`config.mk`:
```
export PLATFORM = sky130hd
export DESIGN_NAME = learning_session_ctrl
export DESIGN_NICKNAME = d
export VERILOG_FILES = /design/src/rtl/learning_session_ctrl.sv
export SDC_FILE = /design/constraint.sdc
export NUM_CORES = 1
export LEC_CHECK = 0
export ABC_AREA = 1
export BUFFER_PORTS_ARGS = -buffer_cell sky130_fd_sc_hd__buf_2
export CORE_ASPECT_RATIO = 1.75
export CORE_MARGIN = 2
export CORE_UTILIZATION = 63
export CTS_CLUSTER_SIZE = 25
export DETAILED_ROUTE_END_ITERATION = 10
export PLACE_DENSITY_LB_ADDON = 0.12
export SYNTH_ARGS = -nofsm -noshare
export SYNTH_HDL_FRONTEND = slang
export SYNTH_SLANG_ARGS = --single-unit
```
`constraint.sdc`:
```
create_clock -name clk -period 5.1 [get_ports clk]
set_input_delay 1.02 -clock clk [delete_from_list [all_inputs] [get_ports clk]]
set_output_delay 1.02 -clock clk [all_outputs]
set_load 0.005 [all_outputs]
```
`src/rtl/learning_session_ctrl.sv`:
```
// Song-learning session controller: song selection, play-session launch,
// hit/miss scoring and a per-song best-score table.
//
// Ports:
//   clk, reset                 clock, asynchronous active-high reset
//   next_song, prev_song       debounced level buttons, act on rising edge
//   start                      level button, rising edge launches a session
//   note_hit, note_miss        one-cycle pulses from the player
//   play_done                  one-cycle pulse from the player at song end
//   show_score                 level, selects display content
//   song_number                currently selected song
//   play_start                 one-cycle pulse launching the player
//   busy                       high while a session is playing or being scored
//   score, miss_count          counters of the current or last session
//   best_score                 stored best score for song_number (combinational)
//   new_record                 one-cycle pulse when a best score is replaced
//   display_sel                0 = song number, 1 = score
module learning_session_ctrl #(
  parameter int unsigned NUM_SONGS = 4,
  parameter int unsigned SCORE_W   = 8,
  parameter bit          WRAP      = 1'b0,
  parameter int unsigned SONG_W    = (NUM_SONGS > 1) ? $clog2(NUM_SONGS) : 1
) (
  input  logic               clk,
  input  logic               reset,
  input  logic               next_song,
  input  logic               prev_song,
  input  logic               start,
  input  logic               note_hit,
  input  logic               note_miss,
  input  logic               play_done,
  input  logic               show_score,
  output logic [SONG_W-1:0]  song_number,
  output logic               play_start,
  output logic               busy,
  output logic [SCORE_W-1:0] score,
  output logic [SCORE_W-1:0] miss_count,
  output logic [SCORE_W-1:0] best_score,
  output logic               new_record,
  output logic               display_sel
);

  typedef enum logic [1:0] {
    IDLE   = 2'd0,
    PLAY   = 2'd1,
    UPDATE = 2'd2,
    SHOW   = 2'd3
  } state_t;

  localparam int unsigned        BTN_W     = 3;
  localparam logic [SCORE_W-1:0] SCORE_MAX = '1;
  localparam logic [SONG_W-1:0]  LAST_SONG = SONG_W'(NUM_SONGS - 1);

  state_t               state, state_d;
  logic [BTN_W-1:0]     btn_raw, btn_q, btn_qq, btn_evt;
  logic                 primed;
  logic                 next_evt, prev_evt, start_evt;
  logic [SONG_W-1:0]    song_d, song_inc, song_dec;
  logic [SCORE_W-1:0]   score_d, miss_d;
  logic                 play_start_d, new_record_d, busy_d, display_sel_d;
  logic                 best_we;
  logic [SCORE_W-1:0]   best_mem [NUM_SONGS];

  assign btn_raw = {start, prev_song, next_song};

  // Button edge detection; the first edge after reset seeds both stages with
  // the live level so a button held through reset release is not an event.
  always_ff @(posedge clk or posedge reset) begin
    if (reset) begin
      btn_q  <= '0;
      btn_qq <= '0;
      primed <= 1'b0;
    end else begin
      btn_q  <= btn_raw;
      btn_qq <= primed ? btn_q : btn_raw;
      primed <= 1'b1;
    end
  end

  assign btn_evt   = btn_q & ~btn_qq;
  assign next_evt  = btn_evt[0];
  assign prev_evt  = btn_evt[1];
  assign start_evt = btn_evt[2];

  // Neighbouring song indices with wrap or saturation at the ends.
  assign song_inc = (song_number == LAST_SONG) ? (WRAP ? '0 : song_number)
                                               : song_number + SONG_W'(1);
  assign song_dec = (song_number == '0) ? (WRAP ? LAST_SONG : song_number)
                                        : song_number - SONG_W'(1);

  assign best_score = best_mem[song_number];

  // Next-state and next-output logic.
  always_comb begin
    state_d      = state;
    song_d       = song_number;
    score_d      = score;
    miss_d       = miss_count;
    play_start_d = 1'b0;
    new_record_d = 1'b0;
    best_we      = 1'b0;
    unique case (state)
      IDLE, SHOW: begin
        if (next_evt && !prev_evt) begin
          song_d = song_inc;
        end else if (prev_evt && !next_evt) begin
          song_d = song_dec;
        end
        if ((state == SHOW) && (next_evt || prev_evt)) begin
          state_d = IDLE;
        end
        if (start_evt) begin
          state_d      = PLAY;
          score_d      = '0;
          miss_d       = '0;
          play_start_d = 1'b1;
        end
      end
      PLAY: begin
        if (note_hit && (score != SCORE_MAX)) begin
          score_d = score + SCORE_W'(1);
        end
        if (note_miss && (miss_count != SCORE_MAX)) begin
          miss_d = miss_count + SCORE_W'(1);
        end
        // Compare with the hit of this cycle included so new_record lines up
        // with the single UPDATE cycle.
        if (play_done) begin
          state_d      = UPDATE;
          new_record_d = (score_d > best_mem[song_number]);
        end
      end
      UPDATE: begin
        state_d = SHOW;
        best_we = new_record;
      end
      default: begin
        state_d = IDLE;
      end
    endcase
    busy_d        = (state_d == PLAY) || (state_d == UPDATE);
    display_sel_d = show_score || (state_d == SHOW);
  end

  // State and registered outputs.
  always_ff @(posedge clk or posedge reset) begin
    if (reset) begin
      state       <= IDLE;
      song_number <= '0;
      score       <= '0;
      miss_count  <= '0;
      play_start  <= 1'b0;
      new_record  <= 1'b0;
      busy        <= 1'b0;
      display_sel <= 1'b0;
    end else begin
      state       <= state_d;
      song_number <= song_d;
      score       <= score_d;
      miss_count  <= miss_d;
      play_start  <= play_start_d;
      new_record  <= new_record_d;
      busy        <= busy_d;
      display_sel <= display_sel_d;
    end
  end

  // Best-score table.
  always_ff @(posedge clk or posedge reset) begin
    if (reset) begin
      for (int i = 0; i < int'(NUM_SONGS); i++) begin
        best_mem[i] <= '0;
      end
    end else if (best_we) begin
      best_mem[song_number] <= score;
    end
  end

endmodule

```
==> results of run 1 <==
==> final timing paths <==
check	from	end	slack, ps	depth (start not counted)
setup / recovery	song_number[1]	best_score[0]	2320	5
hold / removal	best_mem[27]	best_mem[27]	490	2
setup reg to reg	score[1]	new_record	2740	12
hold reg to reg	best_mem[27]	best_mem[27]	490	2
max in group asynchronous	reset	miss_count[4]	3670	3
min in group asynchronous	reset	song_number[1]	910	3
==> worst reg2reg max path, stage by stage (launching register included) <==
cell and delay [ps]:
dfrtp_1 490, ha_1 250, inv_1 70, nor2_2 180, nand3_2 210, nand2_2 140, nand2_1 70, and2_1 150
ha_1 310, a21oi_1 80, o21ai_0 150, nand2_1 70, a21oi_1 120
==> cells in the mapped netlist <==
| cell type | n | share of area, % |
|---|---|---|
| a21oi_1 | 13 | 1.9 |
| a22o_1 | 6 | 1.5 |
| a31oi_1 | 1 | 0.18 |
| and2_1 | 4 | 0.72 |
| buf_2 | 1 | 0.14 |
| buf_4 | 3 | 0.65 |
| buf_6 | 4 | 1.3 |
| clkbuf_1 | 1 | 0.11 |
| conb_1 | 1 | 0.11 |
| dfrtp_1 | 63 | 46 |
| ha_1 | 16 | 5.8 |
| inv_1 | 52 | 5.7 |
| inv_2 | 10 | 1.1 |
| mux2_2 | 2 | 0.65 |
| nand2_1 | 108 | 12 |
| nand2_2 | 5 | 0.91 |
| nand2_4 | 1 | 0.33 |
| nand3_1 | 19 | 2.8 |
| nand3_2 | 1 | 0.29 |
| nand3b_1 | 1 | 0.22 |
| nand4_1 | 4 | 0.72 |
| nor2_1 | 36 | 3.9 |
| nor2_2 | 3 | 0.54 |
| nor2_4 | 2 | 0.65 |
| nor3_1 | 3 | 0.43 |
| nor3_2 | 6 | 1.7 |
| o211ai_1 | 1 | 0.22 |
| o21a_1 | 1 | 0.22 |
| o21ai_0 | 14 | 2.0 |
| o21ai_1 | 16 | 2.3 |
| o21ai_2 | 17 | 4.3 |
| o21bai_1 | 1 | 0.22 |
| o22ai_1 | 2 | 0.36 |
| o31ai_1 | 1 | 0.22 |
| or2_2 | 1 | 0.18 |
| xnor2_1 | 1 | 0.25 |
==> routing by layer <==
| metal | share of wire (%) | GRT usage (%) | up-vias |
|---|---|---|---|
| met3 | 4.3 | 5.57 | 18 |
| met1 | 39 | 32.1 | 1353 |
| met4 | 3.3 | 17.6 | 0 |
| met5 | 0 | 0 | - |
| met2 | 53 | 44.0 | 75 |
| li1 | - | - | 1427 |
==> logic make-up after synthesis <==
kind of cell | Yosys count
adder cells (fa/ha/maj) | 16
other | 1
buffers and inverters | 71
flip-flops | 63
AND/OR/NAND/NOR | 194
XOR/XNOR | 1
multiplexers | 2
AO/OA/AOI/OAI | 73
==> power by group through the flow <==
| stage | combinational [uW] | clock, uW | sequential [uW] |
|---|---|---|---|
| finish | 573 | 352 | 629 |
| global route | 638 | 384 | 638 |
| CTS | 578 | 359 | 628 |
| detailed placement | 576 | 0 | 637 |
| global placement | 549 | 0 | 633 |
| floorplan | 425 | 0 | 622 |
==> flip-flops by register name, indices dropped and copies added (netlist names) <==
| name | cells |
|---|---|
| best_mem | 32 |
| miss_count | 8 |
| score | 8 |
| btn_q | 3 |
| btn_qq | 3 |
| song_number | 2 |
| state | 2 |
| busy | 1 |
| display_sel | 1 |
| new_record | 1 |
| play_start | 1 |
| primed | 1 |
==> per-stage QoR <==
step | std cells | hold slack, ps | area [um2]
2_1_floorplan | 421 | 453 | 3450
3_3_place_gp | 525 | 466 | 3670
3_5_place_dp | 525 | 474 | 3670
4_1_cts | 538 | 489 | 3820
5_1_grt | 538 | 499 | 3820
6_report | 538 | 489 | 3820
==> layout make-up <==
cell class	instances	area (um2)
Clock inverter	2	10.0
Fill cell	449	1480
Multi-Input combinational cell	287	1570
Clock buffer	11	141
Timing Repair Buffer	39	198
Sequential cell	63	1580
Tap cell	74	92.6
Inverter	62	233
==> load_flow_metrics.sql, run 1 <==
INSERT INTO impl_metrics (metric_group, metric, value, unit) VALUES
('floorplanning', 'start_util', '65.2', '%'),
('floorplanning', 'die_width', '60.0', 'um'),
('cells_and_area', 'nNetsFinal', '487', ''),
('setup_path', 'crit_buf_inv', '2', ''),
('clocking', 'ctsHoldBuffers', '0', ''),
('worst_hold_path', 'worstHoldPathType', 'reg -> reg', ''),
('global_route', 'groute.usage.overall', '27.3', '%'),
('power_and_ir_drop', 'power.share.clock', '22.7', '%'),
('global_route', 'grt_pass1_wl', '12400', 'um'),
('placed_design', 'gpl.final_weighted_congestion', '0.891', ''),
('floorplanning', 'die_area', '0.00612', 'mm2'),
('synthesis', 'synth.yosys.warnings', '0', ''),
('setup_path', 'max_stage_delay', '470', 'ps'),
('synthesis', 'synth-seq-area-share', '45.6', '%'),
('global_route', 'first_global_vias', '2777', ''),
('timing', 'min_period', '2780', 'ps'),
('drt', 'pre_antenna_drt_iters', '4', ''),
('power_and_ir_drop', 'design_power_total', '1550', 'uW'),
('synthesis', 'net_count_after_synthesis', '446', ''),
('drt', 'ant_nets', '0', ''),
('timing', 'fmax', '360', 'MHz'),
('clocking', 'postCtsSetupBuffers', '0', ''),
('cells_and_area', 'mostFrequentLayoutCells', 'nand2_1 (108), dfrtp_1 (63), inv_1 (51)', ''),
('global_route', 'grt_max_degree', '64', ''),
('drt', 'wirelength', '7470', 'um'),
('clocking', 'cts_made_buffers', '9', ''),
('setup_path', 'largest_delay_contributor_family_on_the_critical_path', 'simple AND/OR/NAND/NOR gates', ''),
('timing', 'final_count_of_negative_setup_slack_endpoints', '0', ''),
('synthesis', 'synth_top_family_by_area', 'simple AND/OR/NAND/NOR gates', ''),
('placed_design', 'io_buffers', '38', ''),
('setup_path', 'worstPathCellList', 'nor2_2, inv_1, o22ai_1, nor2_1, buf_2', ''),
('setup_path', 'critical-path-slowest-cell', 'dfrtp_1', ''),
('setup_path', 'criticalPathCategory', 'reg -> out', ''),
('placed_design', 'placement.setup.worst_slack', '2450', 'ps'),
('power_and_ir_drop', 'swShare', '39.3', '%'),
('power_and_ir_drop', 'p_int', '943', 'uW'),
('timing', 'timing.final.ws_setup', '2320', 'ps'),
('power_and_ir_drop', 'share_seq_of_total_power', '40.4', '%'),
('clocking', 'worst_skew_pair.late_latency', '340', 'ps'),
('global_route', 'antenna_found_initial', '0', ''),
('power_and_ir_drop', 'leakagePower', '0.00194', 'uW'),
('synthesis', 'synth_compound_gate_area_share', '13.5', '%'),
('clocking', 'clockRootBuffer', 'clkbuf_8', ''),
('synthesis', 'synth_area_per_cell', '8.21', 'um2'),
('clocking', 'cts_tree', 'built', ''),
('setup_path', 'wp_data_arrival', '1760', 'ps'),
('drt', 'viasPerCell', '5.34', ''),
('timing', 'fin_tns_setup', '0', 'ps'),
('timing', 'drv_slew', '0', ''),
('power_and_ir_drop', 'p_sw', '611', 'uW'),
('setup_path', 'start_kind', 'flop', ''),
('timing', 'tightest_slew', '797', 'ps'),
('global_route', 'global_route.overflow_total', '0', ''),
('clocking', 'clock_pin_slew_on_the_worst_setup_and_hold_paths', '60', 'ps'),
('drt', 'remaining_drcs', '0', ''),
('synthesis', 'ys_types', '36', ''),
('clocking', 'clkSinkCount', '63', ''),
('floorplanning', 'io_pins', '39', ''),
('synthesis', 'synth_seq_cells', '63', ''),
('clocking', 'max-clock-path-buffers', '2', ''),
('outcome', 'outcome', 'finished clean', ''),
('synthesis', 'post_synth_instance_area', '0.00345', 'mm2'),
('floorplanning', 'std_cell_rows', '35', ''),
('cells_and_area', 'most_frequent_standard_cell_in_the_layout_excluding_fill_and_tap_cells', 'nand2_1', ''),
('run', 'maxCapViolCount', '0', ''),
('cells_and_area', 'post_route_cells_drive_above_1_share', '21.6', '%'),
('placed_design', 'detailed_place_hpwl', '5550', 'um'),
('setup_path', 'worst-path-max-fanout', '9', ''),
('clocking', 'htree_num_levels', '3', ''),
('drt', 'dr.first_iter.drc_count', '128', ''),
('clocking', 'cts.repair.resized', '0', '');
Note: power is estimated with default switching activity, not from simulation.
==> run 2, diff against run 1 <==
--- a/config.mk
+++ b/config.mk
@@ -9,7 +9,7 @@
 export BUFFER_PORTS_ARGS = -buffer_cell sky130_fd_sc_hd__buf_2
 export CORE_ASPECT_RATIO = 1.75
 export CORE_MARGIN = 2
-export CORE_UTILIZATION = 63
+export CORE_UTILIZATION = 53
 export CTS_CLUSTER_SIZE = 25
 export DETAILED_ROUTE_END_ITERATION = 10
 export PLACE_DENSITY_LB_ADDON = 0.12
==> constraint.sdc (replaced) <==
create_clock -name clk -period 2.5 [get_ports clk]
set_input_delay 0.5 -clock clk [delete_from_list [all_inputs] [get_ports clk]]
set_output_delay 0.5 -clock clk [all_outputs]
set_load 0.005 [all_outputs]
==> load_flow_metrics.sql, run 2 (synthesis gave the netlist of run 1 again) <==
INSERT INTO impl_metrics (metric_group, metric, value, unit) VALUES
('outcome', 'outcome', 'finished clean', ''),
('timing', 'fin_tns_setup', '0', 'ps'),
('drt', 'ant_nets', '0', ''),
('setup_path', 'worst-path-max-fanout', '9', ''),
('setup_path', 'criticalPathCategory', 'reg -> out', ''),
('setup_path', 'wp_data_arrival', '1720', 'ps'),
('global_route', 'first_global_vias', '2813', ''),
('setup_path', 'crit-reg2reg-capture', 'new_record', ''),
('cells_and_area', 'post_route_cells_drive_above_1_share', '21.5', '%'),
('placed_design', 'placed_area', '0.00371', 'mm2'),
('power_and_ir_drop', 'p_sw', '1280', 'uW'),
('drt', 'pre_antenna_drt_iters', '4', ''),
('floorplanning', 'io_pins', '39', ''),
('cells_and_area', 'final_design_area_no_fill', '0.00397', 'mm2'),
('global_route', 'grt_pass1_wl', '12900', 'um'),
('timing', 'layout_worst_path_cycle_share', '88.7', '%'),
('clocking', 'max-clock-path-buffers', '2', ''),
('cells_and_area', 'area_growth', '14.8', '%'),
('setup_path', 'critPathRequiredTime', '2000', 'ps'),
('global_route', 'groute.usage.overall', '23.3', '%'),
('floorplanning', 'chipHeight', '111', 'um'),
('cells_and_area', 'number_of_flip_flops_in_the_largest_register', '32', ''),
('clocking', 'clock_pin_slew_on_the_worst_setup_and_hold_paths', '50', 'ps'),
('clocking', 'worst_skew_pair.late_latency', '330', 'ps'),
('drt', 'viasPerCell', '5.10', ''),
('power_and_ir_drop', 'power.share.clock', '30.4', '%'),
('power_and_ir_drop', 'leakagePower', '0.00200', 'uW'),
('global_route', 'global_route.overflow_total', '0', ''),
('timing', 'rsz_0062_raised_after_global_routing', 'false', ''),
('floorplanning', 'start_util', '53.6', '%'),
('clocking', 'clkSinkCount', '63', ''),
('drt', 'dr.first_iter.drc_count', '130', ''),
('power_and_ir_drop', 'share_seq_of_total_power', '36.1', '%'),
('setup_path', 'rr_worst_depth', '13', ''),
('timing', 'clock-skew-final', '6.26', 'ps'),
('floorplanning', 'coreArea', '0.00644', 'mm2'),
('drt', 'wl_per_cell', '13.5', 'um'),
('power_and_ir_drop', 'peakVddDrop', '0.613', 'mV'),
('clocking', 'ctsHoldBuffers', '0', ''),
('setup_path', 'crit_buf_inv', '2', ''),
('drt', 'vias', '2816', ''),
('power_and_ir_drop', 'swShare', '36.2', '%'),
('floorplanning', 'std_cell_rows', '39', ''),
('timing', 'final_count_of_negative_setup_slack_endpoints', '0', ''),
('setup_path', 'critical-path-slowest-cell', 'dfrtp_1', ''),
('timing', 'fmax', '451', 'MHz'),
('cells_and_area', 'most_frequent_standard_cell_in_the_layout_excluding_fill_and_tap_cells', 'nand2_1', ''),
('power_and_ir_drop', 'power_frac_comb', '33.5', '%'),
('setup_path', 'timing.reg2reg.setup_slack', '300', 'ps'),
('setup_path', 'r2r_start', 'score[0]', ''),
('clocking', 'cts.repair.resized', '0', ''),
('drt', 'wirelength', '7470', 'um'),
('placed_design', 'io_buffers', '38', ''),
('clocking', 'cts_tree', 'built', ''),
('clocking', 'postCtsSetupBuffers', '0', ''),
('cells_and_area', 'antenna_diodes', '0', ''),
('power_and_ir_drop', 'p_per_area', '892', 'mW/mm2'),
('timing', 'min_period', '2220', 'ps'),
('cells_and_area', 'register_ranked_first_by_flip_flop_count', 'best_mem', ''),
('clocking', 'clockRootBuffer', 'clkbuf_16', ''),
('timing', 'finalHoldViolations', '0', ''),
('timing', 'tightest_slew', '530', 'ps'),
('cells_and_area', 'reg.largest.list', 'best_mem x32, miss_count x8, score x8', ''),
('setup_path', 'largest_delay_contributor_family_on_the_critical_path', 'simple AND/OR/NAND/NOR gates', ''),
('clocking', 'htree_num_levels', '3', ''),
('global_route', 'grt_max_degree', '41', ''),
('setup_path', 'worstPathCellList', 'nor2_2, inv_1, o22ai_1, nor2_1, buf_2', ''),
('setup_path', 'max_stage_delay', '470', 'ps'),
('floorplanning', 'die_width', '65.0', 'um'),
('worst_hold_path', 'worstHoldPathType', 'in -> async', ''),
('run', 'maxCapViolCount', '0', ''),
('timing', 'drv_slew', '0', ''),
('placed_design', 'detailed_place_hpwl', '5830', 'um'),
('cells_and_area', 'mostFrequentLayoutCells', 'nand2_1 (108), dfrtp_1 (63), inv_1 (51)', ''),
('placed_design', 'gpl.final_weighted_congestion', '0.812', ''),
('drt', 'remaining_drcs', '0', ''),
('floorplanning', 'die_area', '0.00721', 'mm2'),
('cells_and_area', 'nNetsFinal', '490', ''),
('timing', 'whs', '210', 'ps'),
('clocking', 'cts_made_buffers', '9', ''),
('power_and_ir_drop', 'p_int', '2260', 'uW'),
('setup_path', 'cp-end-kind', 'output pin', ''),
('timing', 'timing.max_slew.rel_slack', '64.6', '%'),
('setup_path', 'start_kind', 'flop', ''),
('global_route', 'antenna_found_initial', '0', '');
run 2: cell count changes in the layout (fill, tap and decap cells not counted), sizes merged:
cell,change
buf,+3
clkbuf,+4
clkinv,-1
run 2: layer usage:
metal / wire, um / vias up / track usage, % / share of wire, %
li1: - / 1445 / - / -
met1: 2930 / 1308 / 25.8 / 39
met2: 4100 / 50 / 41.6 / 55
met3: 264 / 13 / 6.19 / 3.5
met4: 172 / 0 / 8.33 / 2.3
met5: 0 / - / 0 / 0
run 2: power groups by stage:
stage          combinational, uW  sequential (uW)  clock (uW)
6_report                    1190             1280        1080
5_1_grt                     1350             1300        1140
4_1_cts                     1210             1280        1100
3_5_place_dp                1210             1290           0
3_3_place_gp                1190             1290           0
2_1_floorplan                867             1270           0
run 2: worst max-delay path by stage:
| stage | startpoint | depth (start not counted) | end | slack, ps |
|---|---|---|---|---|
| 2_1_floorplan | reset | 1 | best_mem[0] | 430 |
| 5_1_grt | score[0] | 12 | new_record | 60 |
| 6_report | song_number[1] | 5 | best_score[0] | 280 |
| 3_3_place_gp | score[0] | 13 | new_record | 410 |
| 3_5_place_dp | score[0] | 13 | new_record | 280 |
| 4_1_cts | song_number[1] | 5 | best_score[0] | 270 |
run 2: through the flow:
| stage | total power [uW] | util [%] | setup WS, ps | cells |
|---|---|---|---|---|
| after floorplan | 2130 | - | 430 | 421 |
| after global placement | 2480 | 57.7 | 407 | 536 |
| after detailed placement | 2500 | 57.7 | 275 | 536 |
| after CTS | 3590 | 61.6 | 266 | 552 |
| after global routing | 3790 | 61.6 | 61.8 | 552 |
| final | 3540 | 61.6 | 283 | 552 |
run 2: area by class of cell:
cell class | count | area (um2)
multi-input cells | 287 | 1570
inverters | 62 | 233
repair buffers | 42 | 233
fillers | 623 | 2470
well taps | 82 | 103
flip-flops and latches | 63 | 1580
clock inverters | 1 | 5.00
clock buffers | 15 | 248
run 2: worst register-to-register path: stages (launching register included):
cell,delay (ps)
dfrtp_1,410
ha_1,210
inv_1,70
nor2_2,160
nand3_2,200
nand2_1,130
nand2_1,60
and2_1,140
ha_1,290
nand2_1,50
nor2_1,130
nand4_1,110
nand3_1,90
a21oi_1,40
